## src/rtl/sram_arbiter.sv

```systemverilog
// sram_arbiter
//   Shares the single external SRAM port between the encoder masters
//   (UART loader, colour-space/downsample, DCT/quantizer, bitstream writer).
//   Round-robin arbitration; the winner keeps the bus for a whole burst.
//   Address, write data and write enable toward the SRAM are registered.
//   Each read is tagged with its requester so the returning data-valid
//   pulse goes back to whoever issued it.
//
// Ports
//   Clock, Resetn      system clock, asynchronous active-low reset
//   req/req_we         per-requester request (held for the burst) / write strobe
//   req_addr/req_wdata flattened per-requester address / write data
//   gnt                registered one-hot grant
//   rvalid/rdata       one-cycle read-return pulse per requester, shared data
//   SRAM_address, SRAM_write_data, SRAM_we_n   registered SRAM controls
//   SRAM_read_data     data returned by the SRAM controller
//   busy               arbiter is not idle
//   stall_cnt          (only with SRAM_ARB_STALL_CNT_EN) 32-bit wait counter per requester
//
// Optional feature macro: SRAM_ARB_STALL_CNT_EN
//
// state | meaning
// IDLE  | no owner; pick the next requester at/after rr_ptr
// OWN   | one requester owns the bus; every cycle with its req high is an access
// DRAIN | owner released; wait for outstanding read tags to retire

module sram_arbiter #(
    parameter int NUM_REQ   = 4,
    parameter int ADDR_W    = 18,
    parameter int DATA_W    = 16,
    parameter int READ_LAT  = 2,
    parameter int MAX_BURST = 0
) (
    input  logic                        Clock,
    input  logic                        Resetn,
    input  logic [NUM_REQ-1:0]          req,
    input  logic [NUM_REQ-1:0]          req_we,
    input  logic [NUM_REQ*ADDR_W-1:0]   req_addr,
    input  logic [NUM_REQ*DATA_W-1:0]   req_wdata,
    output logic [NUM_REQ-1:0]          gnt,
    output logic [NUM_REQ-1:0]          rvalid,
    output logic [DATA_W-1:0]           rdata,
    output logic [ADDR_W-1:0]           SRAM_address,
    output logic [DATA_W-1:0]           SRAM_write_data,
    output logic                        SRAM_we_n,
    input  logic [DATA_W-1:0]           SRAM_read_data,
    output logic                        busy
`ifdef SRAM_ARB_STALL_CNT_EN
    ,
    output logic [NUM_REQ*32-1:0]       stall_cnt
`endif
);

    localparam int IDX_W   = $clog2(NUM_REQ);
    localparam int DEPTH   = READ_LAT + 1;
    localparam int BURST_W = $clog2(MAX_BURST + 2);
    localparam logic [NUM_REQ-1:0] REQ_ONE = {{(NUM_REQ-1){1'b0}}, 1'b1};

    typedef enum logic [1:0] {ST_IDLE, ST_OWN, ST_DRAIN} state_t;

    state_t              state, state_nxt;
    logic [NUM_REQ-1:0]  gnt_nxt;
    logic [IDX_W-1:0]    own_idx, own_nxt;
    logic [IDX_W-1:0]    rr_ptr, rr_nxt;
    logic [BURST_W-1:0]  burst_left, burst_nxt;
    logic                access, force_rel, others_req;

    logic                own_req, own_we;
    logic [ADDR_W-1:0]   own_addr;
    logic [DATA_W-1:0]   own_wdata;

    logic [2*NUM_REQ-1:0] req_dbl;
    logic [NUM_REQ-1:0]   req_rot;
    logic [IDX_W:0]       pick_sum;
    logic [IDX_W-1:0]     pick_idx;
    logic                 pick_vld;

    logic [DEPTH-1:0]     pipe_vld;
    logic [IDX_W-1:0]     pipe_tag [DEPTH];

    // Rotate so bit 0 is the requester at rr_ptr; lowest set bit wins.
    assign req_dbl  = {req, req};
    assign req_rot  = NUM_REQ'(req_dbl >> rr_ptr);
    assign pick_vld = |req;

    always_comb begin
        pick_sum = '0;
        for (int k = NUM_REQ - 1; k >= 0; k--) begin
            if (req_rot[k]) pick_sum = {1'b0, rr_ptr} + (IDX_W+1)'(k);
        end
        pick_idx = (pick_sum >= (IDX_W+1)'(NUM_REQ)) ?
                   IDX_W'(pick_sum - (IDX_W+1)'(NUM_REQ)) : pick_sum[IDX_W-1:0];
    end

    always_comb begin
        own_req   = 1'b0;
        own_we    = 1'b0;
        own_addr  = '0;
        own_wdata = '0;
        for (int i = 0; i < NUM_REQ; i++) begin
            if (own_idx == IDX_W'(i)) begin
                own_req   = req[i];
                own_we    = req_we[i];
                own_addr  = req_addr[i*ADDR_W +: ADDR_W];
                own_wdata = req_wdata[i*DATA_W +: DATA_W];
            end
        end
    end

    assign others_req = |(req & ~gnt);

    always_comb begin
        state_nxt = state;
        gnt_nxt   = gnt;
        own_nxt   = own_idx;
        rr_nxt    = rr_ptr;
        burst_nxt = burst_left;
        access    = 1'b0;
        force_rel = 1'b0;
        case (state)
            ST_IDLE: begin
                if (pick_vld) begin
                    gnt_nxt   = REQ_ONE << pick_idx;
                    own_nxt   = pick_idx;
                    burst_nxt = BURST_W'(MAX_BURST);
                    state_nxt = ST_OWN;
                end
            end
            ST_OWN: begin
                // burst_left counts down per access; zero with a rival waiting forces release
                force_rel = (MAX_BURST > 0) && (burst_left == '0) && others_req;
                if (!own_req || force_rel) begin
                    gnt_nxt   = '0;
                    rr_nxt    = (own_idx == IDX_W'(NUM_REQ - 1)) ? '0 : own_idx + 1'b1;
                    state_nxt = ST_DRAIN;
                end else begin
                    access = 1'b1;
                    if (burst_left != '0) burst_nxt = burst_left - 1'b1;
                end
            end
            ST_DRAIN: begin
                if (pipe_vld == '0) state_nxt = ST_IDLE;
            end
            default: state_nxt = ST_IDLE;
        endcase
    end

    always_ff @(posedge Clock or negedge Resetn) begin
        if (!Resetn) begin
            state      <= ST_IDLE;
            gnt        <= '0;
            own_idx    <= '0;
            rr_ptr     <= '0;
            burst_left <= '0;
        end else begin
            state      <= state_nxt;
            gnt        <= gnt_nxt;
            own_idx    <= own_nxt;
            rr_ptr     <= rr_nxt;
            burst_left <= burst_nxt;
        end
    end

    always_ff @(posedge Clock or negedge Resetn) begin
        if (!Resetn) begin
            SRAM_address    <= '0;
            SRAM_write_data <= '0;
            SRAM_we_n       <= 1'b1;
        end else if (access) begin
            SRAM_address    <= own_addr;
            SRAM_write_data <= own_wdata;
            SRAM_we_n       <= ~own_we;
        end else begin
            SRAM_we_n       <= 1'b1;
        end
    end

    // Tag stage k holds a read issued k+1 edges ago; the last stage lines up
    // with SRAM_read_data being valid, so it is captured on the next edge.
    always_ff @(posedge Clock or negedge Resetn) begin
        if (!Resetn) begin
            pipe_vld <= '0;
            for (int k = 0; k < DEPTH; k++) pipe_tag[k] <= '0;
            rvalid   <= '0;
            rdata    <= '0;
        end else begin
            pipe_vld[0] <= access & ~own_we;
            pipe_tag[0] <= own_idx;
            for (int k = 1; k < DEPTH; k++) begin
                pipe_vld[k] <= pipe_vld[k-1];
                pipe_tag[k] <= pipe_tag[k-1];
            end
            rvalid <= pipe_vld[DEPTH-1] ? (REQ_ONE << pipe_tag[DEPTH-1]) : '0;
            if (pipe_vld[DEPTH-1]) rdata <= SRAM_read_data;
        end
    end

    assign busy = (state != ST_IDLE);

`ifdef SRAM_ARB_STALL_CNT_EN
    // The arbitration edge that issues a grant is not a stall.
    always_ff @(posedge Clock or negedge Resetn) begin
        if (!Resetn) begin
            stall_cnt <= '0;
        end else begin
            for (int i = 0; i < NUM_REQ; i++) begin
                if (req[i] && !gnt[i] && !gnt_nxt[i] &&
                    stall_cnt[i*32 +: 32] != 32'hFFFF_FFFF)
                    stall_cnt[i*32 +: 32] <= stall_cnt[i*32 +: 32] + 32'd1;
            end
        end
    end
`endif

endmodule

```

## config.mk

```make
export PLATFORM = sky130hd
export DESIGN_NAME = sram_arbiter
export DESIGN_NICKNAME = d
export VERILOG_FILES = /design/src/rtl/sram_arbiter.sv
export SDC_FILE = /design/constraint.sdc
export NUM_CORES = 1
export LEC_CHECK = 0
export BUFFER_PORTS_ARGS = -buffer_cell sky130_fd_sc_hd__buf_2
export CELL_PAD_IN_SITES_DETAIL_PLACEMENT = 0
export CELL_PAD_IN_SITES_GLOBAL_PLACEMENT = 1
export CORE_ASPECT_RATIO = 2
export CORE_UTILIZATION = 35
export DETAILED_ROUTE_END_ITERATION = 16
export GPL_TIMING_DRIVEN = 0
export PLACE_DENSITY = 0.89
export SLEW_MARGIN = 25
export SYNTH_ARGS = -nofsm -noshare
export SYNTH_HDL_FRONTEND = slang
export SYNTH_SLANG_ARGS = --single-unit
```

## constraint.sdc

```tcl
create_clock -name Clock -period 4.1 [get_ports Clock]
set_input_delay 0.82 -clock Clock [delete_from_list [all_inputs] [get_ports Clock]]
set_output_delay 0.82 -clock Clock [all_outputs]
set_load 0.01 [all_outputs]
```

== Word level (Yosys, flattened, before mapping) ==
Index checks and enable logic that the tools add are counted.

* Input bits: 162
* Bits in registers: 74

* Order comparisons: 1
* Multiplexer cells: 33
* Equality and inequality tests: 8
* Shift-type cells: 3
* Reduce and logical (&&, ||, !) cells: 10
* Bitwise logic cells: 3
* $add $sub $neg: 5

{| class="wikitable"
|+ Operators by type and width
! operator !! count
|-
| 18-bit two-way mux || 4
|-
| 16-bit two-way mux || 4
|-
| 3-bit two-way mux || 4
|-
| 4-bit two-way mux || 3
|-
| 1-bit two-way mux || 11
|-
| 2-bit two-way mux || 5
|-
| 4-bit case mux with 2 select lines || 1
|-
| 1-bit by 2-bit left shift with 4-bit output, first input constant || 2
|-
| 8-bit by 2-bit >> shifter with 4-bit output || 1
|-
| 2-bit by 2-bit adder with 3-bit output, second input constant || 2
|-
| 2-bit equality test, second input constant || 3
|-
| 2-bit != test, second input constant || 3
|-
| 2-bit case mux with 3 select lines || 1
|-
| 3-bit AND reduction || 2
|-
| 2-bit by 1-bit equality test with 1-bit output, second input constant || 2
|-
| 2-bit logical NOT || 2
|-
| 2-bit AND reduction || 2
|-
| 2-bit nonzero test || 2
|-
| 4-bit OR reduction || 1
|-
| 2-bit by 1-bit adder with 3-bit output, second input constant || 1
|-
| 3-bit >= comparator, second input constant || 1
|-
| 3-bit logical NOT || 1
|-
| 2-bit by 1-bit adder with 2-bit output, second input constant || 1
|-
| 1-bit NOT || 2
|-
| other kinds (2) || 2
|}

== Logic depth before layout (Yosys ltp) ==
Gate-level depths: netlist of run 1.

* Word-level depth: 10
* Mapped depth: 8

== Least setup slack after synthesis of run 1 ==
Ideal clock, no wire load.

* Kind: reg2reg
* Start: register own_idx[1]
* End: register SRAM_address[0]
* Cell stages (with the launch flop): 9
* Setup time: 125 ps
* Arrival: 1,833 ps
* Path slack: 2,141 ps
* Period minus slack after synthesis: 1,959 ps
* Required time: 3,975 ps
* Cells stage by stage: dfrtp_1 -> inv_1 -> ha_1 -> buf_6 -> nand3b_4 -> a211oi_2 -> nand2_4 -> buf_6 -> mux2_4

* Cells in the longest elaborated chain, start to end: 7
* Elaborated cells on any way between the ends: 14
* Those cells by class: eq/ne: 3; mux: 10; reduce/logical: 1

{| class="wikitable"
|+ Ends and longest elaborated chain
! element !! line !! source
|-
| from (decl) || 63 || <nowiki>logic [IDX_W-1:0] own_idx, own_nxt;</nowiki>
|-
| from (signal assigned) || 158 || <nowiki>own_idx <= own_nxt;</nowiki>
|-
| 2-bit logical NOT || 101 || <nowiki>if (own_idx == IDX_W'(i)) begin</nowiki>
|-
| 1-bit two-way mux (4 in a row) || 101 ||
|-
| 1-bit two-way mux || 132 || <nowiki>if (!own_req || force_rel) begin</nowiki>
|-
| 1-bit two-way mux || 120 || <nowiki>case (state)</nowiki>
|-
| to (signal assigned) || 170 || <nowiki>SRAM_address <= own_addr;</nowiki>
|-
| to (decl) || 43 || <nowiki>output logic [ADDR_W-1:0] SRAM_address,</nowiki>
|}

Several ways; a longest one is shown, not always the timed one.
A chain may end at the register's enable or synchronous reset.

== Worst setup path after layout of run 1 ==
* Start: register own_idx[0]
* End: register SRAM_address[13]

The elaborated chain is that of the path after synthesis.

==> results of run 1 <==
power by group through the flow:
stage | clock, mW | sequential [mW] | combinational, mW
global placement | 0 | 1.26 | 2.34
finish | 0.720 | 1.27 | 2.39
floorplan | 0 | 1.38 | 1.53
global route | 0.773 | 1.31 | 2.60
detailed placement | 0 | 1.28 | 2.42
CTS | 0.737 | 1.27 | 2.42
worst paths after layout:
path / end / cells past startpoint
worst max-delay path: SRAM_address[13] / 8
worst min-delay path: pipe_tag[0] / 0
worst max register to register: SRAM_address[13] / 8
worst min register to register: pipe_tag[0] / 0
max in group asynchronous: SRAM_we_n / 2
min in group asynchronous: SRAM_write_data[3] / 1
metal layers:
metal | vias up | GRT usage, % | part of all wire, %
li1 | 1774 | - | -
met1 | 1848 | 22.2 | 36
met2 | 159 | 42.6 | 57
met3 | 21 | 4.48 | 4.8
met4 | 0 | 8.72 | 2.5
met5 | - | 0 | 0
critical path: cells and delay by family, from the launching register on:
kind            cells  cell delay [ns]
compound gates      2             0.50
fa+ha+maj           1             0.28
flops               1             0.44
simple gates        1             0.15
buf+inv             3             0.60
mux                 1             0.28
cell type report:
type	count	area [sq um]
sequential	74	1850
multi-input combinational	239	1960
clock buffer	10	229
timing repair buffer	222	1140
tap	140	175
clock inverter	6	42.5
fill	1059	5440
inverter	9	33.8
buffer	30	149
cells in the mapped netlist (2+ instances only):
library cell / count / area, sq um
o21ai_0: 2 / 10.0
dfrtp_1: 73 / 1830
a221oi_1: 33 / 289
nor2_1: 5 / 18.8
mux2_4: 27 / 405
nand2b_1: 2 / 12.5
inv_1: 9 / 33.8
nor3_1: 2 / 10.0
a211oi_1: 2 / 15.0
a21oi_1: 5 / 25.0
buf_2: 5 / 25.0
ha_1: 4 / 50.1
mux2_2: 25 / 282
a22o_1: 3 / 26.3
nor3b_1: 3 / 22.5
nand2_1: 37 / 139
o31ai_1: 33 / 248
clkbuf_1: 21 / 78.8
buf_6: 4 / 45.0
nor2b_1: 36 / 225
a32o_1: 2 / 20.0
metrics by stage:
step | util (%) | setup slack [ns] | power [mW] | hold WS (ns)
after detailed placement | 48.1 | 1.68 | 3.69 | 0.340
final | 50.6 | 1.75 | 4.38 | 0.350
after global placement | 47.9 | 1.74 | 3.60 | 0.332
after floorplan | - | 2.14 | 2.91 | 0.331
after global routing | 50.6 | 1.51 | 4.68 | 0.362
after CTS | 50.6 | 1.67 | 4.43 | 0.354
kinds of logic after synthesis:
group / Yosys count / synth area share (%)
compound gates: 91 / 18.2
mux: 52 / 17.2
simple gates: 92 / 12.4
flops: 74 / 46.4
fa+ha+maj: 4 / 1.25
buf+inv: 39 / 4.58
state kept, by name, indices dropped and copies added, names as in the netlist, 3 cells and up:
register and count:
pipe_tag 6, gnt 4, pipe_vld 3, SRAM_write_data 16, rvalid 4, SRAM_address 18
rdata 16
==> results.yml, run 1 <==
layout:
  mostFrequentLayoutCells: "buf_2 (225), dfrtp_1 (73), nand2_1 (37)"
  drive_gt1_share_pct: 51.5
  final_cells: 730
  syn2layout_area_growth_pct: 39.7
  nets: 751
  diodes: 0
  fin_area_sq_um: 5570
  final_common_cell: "buf_2"
synthesis:
  synth-async-reset-ratio_pct: 100
  yosys_warnings: 0
  yosysUniqueCellTypes: 40
  synthFlopType: "dfrtp_1"
  syn_nets: 518
  ys_seq_area_share_pct: 46.4
  postSynthAreaPerCell_sq_um: 11.3
  synth_edf_count: 0
  syn_inst: 352
  synth-seq-cells: 74
  synth_area_sq_um: 3990
power:
  vdd_drop_max_mv: 0.360
  cellPowerDensity_nw_per_um2: 785
  pwr-share-seq_pct: 29.1
  p_sw_mw: 1.68
  internal_power_mw: 2.70
  p_comb_share_pct: 54.5
  power.static_leakage_nw: 2.80
  p_clk_share_pct: 16.4
  switching_share_pct: 38.3
clocking:
  numCtsBuffers: 9
  clkTransAtPathRegs_ns: 0.06
  max-clock-path-buffers: 2
  htreeDepth: 3
  post_cts_resized: 0
  cts.sinks: 74
  cts_tree: "yes"
  cts_setup_buffers: 0
  hold_buffers: 0
  cts_root_buf: "clkbuf_16"
  clk_latency_ns: 0.33
worst_setup_path:
  crit_chain: "inv_1 > ha_1 > nor2b_1 > clkbuf_1 > buf_2 > a221oi_1 > o31ai_1 > mux2_4"
  critPathLaunch: "own_idx[0]"
  cp_slowest_cell: "dfrtp_1"
  endpoint_kind: "register"
  path_max_fanout: 10
  path_class: "reg -> reg"
  crit_required_ns: 4.32
  cp.arrival_ns: 2.57
  r2r-start: "own_idx[0]"
  start_kind: "register"
  reg2reg_slack_ns: 1.75
  critPathMaxStageDelay_ns: 0.44
sta:
  hold_violations: 0
  finClkSkew_ns: 0.0102
  fin_crit_ns: 2.35
  finalSetupTns_ns: 0
  finalSetupViolCount: 0
  tightest_slew_ns: 0.569
  fmax_mhz: 425
  relSlewSlack_pct: 62.1
  slew_violations: 0
  rsz0062_at_grt: "no"
  period_share_pct: 57.4
status:
  status: "completed"
route:
  ant_nets: 0
  routed-via-count: 3802
  drt_iter0_markers: 141
  drc: 0
  vias_per_cell: 5.21
  wirelength_mm: 12.8
  wire_per_inst_um: 17.5
  dr.pass1.iters: 6
die:
  die_area_sq_um: 11900
  die_h_um: 153
  coreArea_sq_um: 11000
  start_util_pct: 36.2
  fp.dieW_um: 77.5
  design.portCount: 222
  core.rowCount: 54
placement:
  dpl_cell_area_sq_um: 5300
  hpwl_mm: 10.2
  gp_congestion: 0.830
  port_buffers: 221
  dp.cells: 714
global_routing:
  first_global_vias: 4007
  grt_antenna_before_repair: 0
  grt_pass1_wl_mm: 20.0
  grt_max_degree: 49
  overflow: 0
  track_usage_pct: 22.0
hold_path:
  hp-start: "pipe_tag[2]"
  hp-class: "reg -> reg"
job:
  maxCapViolations: 0
No activity file was read; power rests on OpenSTA's default activity.
==> run 2: changes to the inputs <==
- CORE_UTILIZATION: 35 -> 30
- PLACE_DENSITY: 0.89 -> 0.82
- clock period: 4.1 -> 2.1 ns (I/O delays scaled with it)
==> run 2 against run 1 <==
  * Largest power group unchanged
  * Clock skew decreased by 0.0024 ns
  * Critical path type unchanged
  * Critical endpoint is now SRAM_write_data[10]
  * Combinational power increased by 140%
  * Wire length increased by 7.2%
  * Sequential power increased by 98%
  * Setup slack got worse by 1.7 ns
==> results.yml, run 2 (synthesized netlist as in run 1, its figures left out) <==
status:
  status: "completed"
clocking:
  clkTransAtPathRegs_ns: 0.06
  clk_latency_ns: 0.33
  numCtsBuffers: 9
  cts_root_buf: "clkbuf_16"
  htreeDepth: 3
  cts.sinks: 74
  cts_tree: "yes"
  max-clock-path-buffers: 2
die:
  fp.dieW_um: 83.6
  die_h_um: 165
  coreArea_sq_um: 13000
  die_area_sq_um: 13800
  start_util_pct: 30.7
  design.portCount: 222
  core.rowCount: 59
layout:
  largest_register: "SRAM_address"
  mostFrequentLayoutCells: "buf_2 (221), dfrtp_1 (71), nand2_1 (37)"
  top_regs: "SRAM_address: 18 flops, SRAM_write_data: 16 flops, rdata: 16 flops"
  largest_reg_flops: 18
  syn2layout_area_growth_pct: 56.0
  nets: 767
  diodes: 0
  drive_gt1_share_pct: 60.7
  final_common_cell: "buf_2"
route:
  drt_iter0_markers: 147
  routed-via-count: 3831
  vias_per_cell: 5.05
  dr.pass1.iters: 4
  wire_per_inst_um: 18.0
  ant_nets: 0
  wirelength_mm: 13.7
  drc: 0
global_routing:
  grt_max_degree: 58
  overflow: 0
  grt_antenna_before_repair: 0
  first_global_vias: 3897
  track_usage_pct: 18.7
  grt_pass1_wl_mm: 19.8
worst_setup_path:
  start_kind: "register"
  path_max_fanout: 6
  cp.arrival_ns: 2.27
  crit_required_ns: 2.31
  path_class: "reg -> reg"
  endpoint_kind: "register"
sta:
  finalSetupViolCount: 0
  finalSetupTns_ns: 0
  relSlewSlack_pct: 56.0
  fmax_mhz: 487
  rsz0062_at_grt: "yes"
  hold_violations: 0
  fin_crit_ns: 2.05
  fin_ws_ns: 0.0453
  period_share_pct: 97.8
  finClkSkew_ns: 0.00776
  tightest_slew_ns: 0.660
  slew_violations: 0
power:
  p_total_mw: 10.0
  cellPowerDensity_nw_per_um2: 1610
  vdd_drop_max_mv: 0.755
  power.static_leakage_nw: 3.08
job:
  maxCapViolations: 0
placement:
  port_buffers: 221
  pre_cts_slack_ns: -0.361
  hpwl_mm: 10.4
  gp_congestion: 0.818
hold_path:
  hp-class: "in -> reg"
## run 2: layout make-up
cell class / instances / area [sq um]
Clock inverter: 7 / 98.8
Multi-Input combinational cell: 239 / 2280
Sequential cell: 74 / 1860
Fill cell: 1227 / 6770
Clock buffer: 9 / 225
Inverter: 9 / 33.8
Tap cell: 152 / 190
Buffer: 30 / 220
Timing Repair Buffer: 238 / 1320
## run 2: per-layer routing
| metal | share of wire (%) | GRT usage [%] | up-vias |
|---|---|---|---|
| met5 | 0 | 0 | - |
| met4 | 2.3 | 7.70 | 0 |
| met3 | 4.9 | 3.48 | 20 |
| met2 | 56 | 36.6 | 175 |
| met1 | 36 | 19.0 | 1833 |
| li1 | - | - | 1803 |
## run 2: through the flow
stage	instance area (sq um)	utilization, %	std cells	hold WS (ns)
floorplan	3990	-	352	0.124
global placement	5290	40.7	725	0.333
detailed placement	5320	40.9	726	0.321
CTS	5820	44.8	748	0.309
global route	6220	47.9	758	0.306
finish	6220	47.9	758	0.319
## run 2: critical path, stage by stage, from the launching register on
cell and delay [ns]:
dfrtp_2 0.45, buf_6 0.14, ha_4 0.15, buf_6 0.13
a211oi_4 0.25, a211oi_4 0.12, nand2_4 0.21, clkbuf_16 0.20
mux2_4 0.29
## run 2: repair_timing
item | in CTS | in global routing
cloned | 0 | 3
endpoints found under the hold margin | 17 | 0
endpoints found under the setup margin | 38 | 37
setup buffers | 5 | 7
pin swaps | 2 | 8
gates resized for setup | 31 | 57
hold buffers | 1 | 0
## run 2: where the power goes
part | internal (mW) | switching, mW | total (mW) | leakage, nW
sequential | 2.11 | 0.399 | 2.51 | 0.918
clock | 1.05 | 0.622 | 1.67 | 0.157
combinational | 3.09 | 2.74 | 5.83 | 2.01
total | 6.24 | 3.76 | 10.0 | 3.08
## run 2: worst paths after layout
check | slack, ns | depth (start not counted) | end | start
hold reg to reg | 0.35 | 0 | pipe_tag[0] | pipe_tag[2]
setup / recovery | 0.05 | 8 | SRAM_write_data[10] | own_idx[0]
hold / removal | 0.32 | 2 | rdata[0] | SRAM_read_data[0]
setup reg to reg | 0.05 | 8 | SRAM_write_data[10] | own_idx[0]
min in group asynchronous | 0.51 | 2 | SRAM_write_data[9] | Resetn
max in group asynchronous | 0.98 | 3 | SRAM_we_n | Resetn
